`config.mk`:
```
export PLATFORM = sky130hd
export DESIGN_NAME = serial_deserializer
export DESIGN_NICKNAME = d
export VERILOG_FILES = /design/src/rtl/serial_deserializer.sv
export SDC_FILE = /design/constraint.sdc
export NUM_CORES = 1
export LEC_CHECK = 0
export CORE_AREA = 2 2 49 51
export DETAILED_ROUTE_END_ITERATION = 10
export DIE_AREA = 0 0 51 53
export PLACE_DENSITY = 0.7
export SLEW_MARGIN = 25
export SYNTH_ARGS = -nofsm -noshare
export SYNTH_HDL_FRONTEND = slang
export SYNTH_SLANG_ARGS = --single-unit
```
`constraint.sdc`:
```
create_clock -name clock -period 1.3 [get_ports clock]
set_input_delay 0.26 -clock clock [delete_from_list [all_inputs] [get_ports clock]]
set_output_delay 0.26 -clock clock [all_outputs]
set_load 0.01 [all_outputs]
```
`src/rtl/serial_deserializer.sv`:
```
// LSB-first serial-to-parallel receiver with a one-entry valid/ready holding register.
// Define DESER_PARITY_EN to accept a trailing even-parity bit per word and report parity_err.
module serial_deserializer #(
  parameter int WIDTH = 8
) (
  input  logic                       clock,
  input  logic                       reset_n,
  input  logic                       clear,
  input  logic                       serial_in,
  input  logic                       bit_valid,
  output logic [WIDTH-1:0]           data_out,
  output logic                       data_valid,
  input  logic                       data_ready,
  output logic                       busy,
  output logic [$clog2(WIDTH+1)-1:0] bit_count,
  output logic                       overrun,
  output logic                       parity_err
);

  localparam int CW = $clog2(WIDTH+1);

`ifdef DESER_PARITY_EN
  typedef enum logic [1:0] {IDLE, COLLECT, PARITY} state_t;
`else
  typedef enum logic [1:0] {IDLE, COLLECT} state_t;
`endif

  state_t            state, state_next;
  logic [WIDTH-1:0]  sreg, sreg_next, word;
  logic [CW-1:0]     count_next;
  logic              accept, word_done, load;

  always_ff @(posedge clock) begin
    if (!reset_n || clear) begin
      state     <= IDLE;
      bit_count <= '0;
      sreg      <= '0;
    end else begin
      state     <= state_next;
      bit_count <= count_next;
      sreg      <= sreg_next;
    end
  end

  // Bits enter at the MSB and move right, so after WIDTH shifts bit 0 holds the first bit.
  always_comb begin
    state_next = state;
    sreg_next  = sreg;
    count_next = bit_count;
    word_done  = 1'b0;
    word       = sreg;
    accept     = bit_valid && !clear;
    if (accept) begin
      case (state)
        IDLE, COLLECT: begin
          sreg_next = {serial_in, sreg[WIDTH-1:1]};
          if (bit_count == CW'(WIDTH-1)) begin
`ifdef DESER_PARITY_EN
            state_next = PARITY;
            count_next = CW'(WIDTH);
`else
            state_next = IDLE;
            count_next = '0;
            word_done  = 1'b1;
            word       = sreg_next;
`endif
          end else begin
            state_next = COLLECT;
            count_next = bit_count + CW'(1);
          end
        end
`ifdef DESER_PARITY_EN
        PARITY: begin
          state_next = IDLE;
          count_next = '0;
          word_done  = 1'b1;
          word       = sreg;
        end
`endif
        default: state_next = IDLE;
      endcase
    end
    load = word_done && (!data_valid || data_ready);
  end

`ifdef DESER_PARITY_EN
  logic parity_q;
  assign parity_err = parity_q && data_valid;
`else
  assign parity_err = 1'b0;
`endif

  // A completed word is dropped (and overrun latched) only when the holder is occupied and not draining.
  always_ff @(posedge clock) begin
    if (!reset_n) begin
      data_out   <= '0;
      data_valid <= 1'b0;
      overrun    <= 1'b0;
`ifdef DESER_PARITY_EN
      parity_q   <= 1'b0;
`endif
    end else if (clear) begin
      data_valid <= 1'b0;
      overrun    <= 1'b0;
`ifdef DESER_PARITY_EN
      parity_q   <= 1'b0;
`endif
    end else if (load) begin
      data_out   <= word;
      data_valid <= 1'b1;
`ifdef DESER_PARITY_EN
      parity_q   <= (^word) ^ serial_in;
`endif
    end else if (word_done) begin
      overrun    <= 1'b1;
    end else if (data_valid && data_ready) begin
      data_valid <= 1'b0;
    end
  end

  assign busy = (bit_count != '0);

endmodule

```
==> Word level (Yosys, flattened, before mapping) <==
Index checks and enable logic that the tools add are counted.
{ "op_classes": {"n_mux": 12, "shifts": 0, "add_sub_neg": 1, "eq_ne": 3, "n_div": 0, "n_lt_le_gt_ge": 0, "reduce_logical": 17, "n_mul": 0, "bitwise_logic": 3} }
{ "ops": {"columns": ["operator", "n"], "rows": [
  ["$mux 8", 3],
  ["$reduce_and 2->1", 4],
  ["$mux 1", 7],
  ["$add 4x1->4 const B", 1],
  ["$eq 4x3->1 const B", 1],
  ["$mux 4", 1],
  ["$reduce_bool 4->1", 1],
  ["$reduce_or 2->1", 2],
  ["$logic_and 1x1->1", 3],
  ["$logic_not 1->1", 3],
  ["$not 1->1", 3],
  ["$eq 2x1->1 const B", 1],
  ["$logic_not 2->1", 1],
  ["$logic_or 1x1->1", 2],
  ["$mux 2", 1],
  ["$ne 2x1->1 const B", 1],
  ["$reduce_bool 2->1", 1]
]} }
{ "word_totals": {"reg_bits": 24, "latch_bits": 0, "mem_count": 0, "mem_bits_rw": 0, "romBits": 0, "output_inout_bits": 16} }

==> Logic depth before layout (Yosys ltp) <==
{ "logic_depth": {"ltp_word": 7, "ltp_mapped": 5, "mapped_depth_nobuf": 4} }

==> Worst setup path before layout <==
Ideal clock, no wire load.
{ "synth_path": {"path_kind": "flip-flop to flip-flop", "startpoint": "register bit_count[0]", "endpoint": "register data_out[0]", "arrival_ns": 1.320, "setup_ns": 0.072, "required_ns": 1.228, "path_stages_with_launch": 6, "n_path_buf": 1, "setup_slack_ns": -0.091, "path_cell_list": "dfxtp_1 ha_1 inv_1 nor4b_1 buf_4 mux2i_1"} }
{ "synth_via": {"elab_chain_cells": 6, "elab_cells_between_ends": 9, "classes_between": "eq/ne (1); mux (6); reduce/logical (2)"} }
{ "synth_lines": {"columns": ["item", "line_no", "source"], "rows": [
  ["start, declared", "15", "output logic [$clog2(WIDTH+1)-1:0] bit_count,"],
  ["start signal, assigned", "40", "bit_count <= count_next;"],
  ["$eq 4x3->1 *", "57", "if (bit_count == CW'(WIDTH-1)) begin"],
  ["$mux 1", "57", null],
  ["$mux 1", "54", "case (state)"],
  ["$mux 1", "53", "if (accept) begin"],
  ["$logic_and 1x1->1", "83", "load = word_done && (!data_valid || data_ready);"],
  ["$reduce_and 2->1 (no line)", null, null],
  ["end signal, assigned", "109", "data_out <= word;"],
  ["end, declared", "11", "output logic [WIDTH-1:0] data_out,"]
]} }
Every way passes the cells marked *; elsewhere a longest branch is shown, timed or not.
A chain may end at the register's enable or synchronous reset.

==> Worst setup path in the final report <==
Same ends and word-level chain as after synthesis.

==> summary.txt <==
Avg WL per Cell - 11.1 um
clock skew - 0.00402 ns
fin cells - 148
Synth cell types - 21
Vert. Die Dim - 53 um
first-pass GRT wire length - 2.97 mm
syn nets - 101
area of the core - 2150 um2
drt pass-1 iters - 3
post-CTS setup buffers - 0
post-synth top area cell - dfxtp_1
design area - 1170 um2
clk root buf - clkbuf_4
CP max FO - 8
max cap viols - 0
initial drt markers - 5
Area contributors post-synth - dfxtp_1 (49%), mux2i_1 (19%), nand2_1 (8.7%)
Bufs on Longest Clock Path - 2
unrepaired setup endpoints after global routing - true
total global routing overflow - 0
#FFs+latches synth - 21
sequential share of the synthesized area - 48.8%
final core occ - 54.5%
Post-Synthesis Cells - 93
final-layout fill cell count - 213
clk sink count - 21
number of routed nets with antenna violations - 0
Num CTS Buffers - 3
fin worst setup slack - -0.00452 ns
Fmax achieved - 767 MHz
vias per cell - 4.75
total track usage - 14.9%
area grow syn2layout - 36.0%
Hold Path Origin - overrun
post-route minimum period - 1.30 ns
clk slew on worst S/H paths - 0.11 ns
Worst Path Arrival - 1.53 ns
H-Tree Depth - 1
Async SR Flop Fraction - 0%
Placed Instances - 144
final hold violation count - 0
Yosys Warn Count - 0
GPL Wtd Cong - 0.787
outcome - finished, violations left
initial antenna violation count - 0
detailed placement HPWL - 1.21 mm
type of the tightest min-delay check - reg2reg
die area - 2700 um2
RR Startpoint - bit_count[0]
Tcrit/Tclk final - 100%
WL final - 1.64 mm
Top FF cell, synth - dfxtp_1
worst-skew pair later-pin latency - 0.30 ns
row count - 17
# DRC - 0
Top Ports - 22
Post-DP Area - 1140 um2
DIE WIDTH - 51 um
P_leak - 0.512 nW
port bufs - 20
worst setup path startpoint - bit_count[0]
commonest non-fill, non-tap cell in the layout - nand2_1
layout cells sized above 1 - 19.2%
post-synthesis cell area - 861 um2
Yosys top cell area share - 48.8%
CTS tree - built
Vias - 703
most frequent cells in the layout - nand2_1 (20), dfxtp_1 (18), mux2i_1 (16)
Crit. End Element - flop
nets - 129
violated checks - negative setup slack
vias in the first global route - 716
CP required - 1.53 ns
initial core utilization - 40.1%
largest net degree at the start of global routing - 17
Setup Viol. Count Final - 1
Ant. Diodes - 0
PD cells - 876 nW/um2
WS Path Type - reg2reg
CP startpoint kind - flop
Final Max Tran Viols - 0
Post-synth EDFFs - 0
worst vdd ir - 495 uV
Mean Syn Cell Area - 9.26 um2
[layout make-up]
cell class	instances	area [um2]	share of cell area [%]
Clock buffer	4	26.3	2.24
Inverter	3	11.3	0.962
Multi-Input combinational cell	63	427	36.4
Sequential cell	21	429	36.6
Timing Repair Buffer	29	243	20.7
Tap cell	28	35.0	2.99
[registers in the layout, summed over array words and instances (netlist names)]
register	cells
data_out	8
bit_count	4
data_valid	1
overrun	1
sreg	7
[power by group]
| part | internal (mW) | switching [mW] |
|---|---|---|
| clock network | 0.119 | 0.183 |
| logic | 0.0379 | 0.0375 |
| registers | 0.644 | 0.00448 |
| total | 0.801 | 0.225 |
[what timing repair did]
| item | 4_1_cts | 5_1_grt |
|---|---|---|
| pin swaps | 1 | 2 |
| setup endpoints to repair | 24 | 10 |
| hold buffers | 0 | 0 |
| hold endpoints to repair | 0 | 0 |
| gates resized for setup | 25 | 6 |
[per-stage QoR]
| stage | setup TNS [ns] | hold slack, ns | power (mW) | setup slack, ns |
|---|---|---|---|---|
| CTS | -0.0991 | 0.465 | 1.04 | -0.0351 |
| floorplan | 0 | 0.402 | 0.706 | 0.0293 |
| detailed placement | -4.23 | 0.445 | 0.745 | -0.351 |
| global placement | -3.78 | 0.437 | 0.743 | -0.313 |
| global route | -0.538 | 0.487 | 1.08 | -0.0739 |
| finish | -0.00452 | 0.461 | 1.03 | -0.00452 |
[logic make-up after synthesis]
logic type | synth area share, %
XOR/XNOR | 2.04
flip-flops | 48.8
buffers and inverters | 5.09
adder cells (fa/ha/maj) | 2.91
AND/OR/NAND/NOR | 19.5
other | 0.436
AO/OA/AOI/OAI | 2.62
multiplexers | 18.6
[final timing paths]
path	endpoint	cells after the start	slack [ns]
hold reg to reg	overrun	2	0.46
setup / recovery	data_out[0]	5	-0.005
hold / removal	overrun	2	0.46
setup reg to reg	data_out[0]	5	-0.005
[cell usage after synthesis (2+ instances only)]
cell type and count:
buf_4 2, buf_2 2, nor2_1 10, dfxtp_1 21
a21oi_1 2, xor2_1 2, nand2b_1 2, clkbuf_1 2
mux2i_1 16, nand2_1 20, ha_1 2, inv_1 3
[worst max-delay path, stage by stage, from the launching register on]
cell and delay, ns:
dfxtp_4 0.39, ha_4 0.14, inv_2 0.05, nor4b_4 0.27, buf_6 0.19, mux2i_1 0.20
[metal layers]
layer / up-vias / global-route usage [%] / routed length, um
met3: 4 / 2.82 / 83
met5: - / 0 / 0
met1: 323 / 15.3 / 702
li1: 357 / - / -
met4: 0 / 8.11 / 25
met2: 19 / 28.1 / 831
Power figures use the tool's default switching activity.
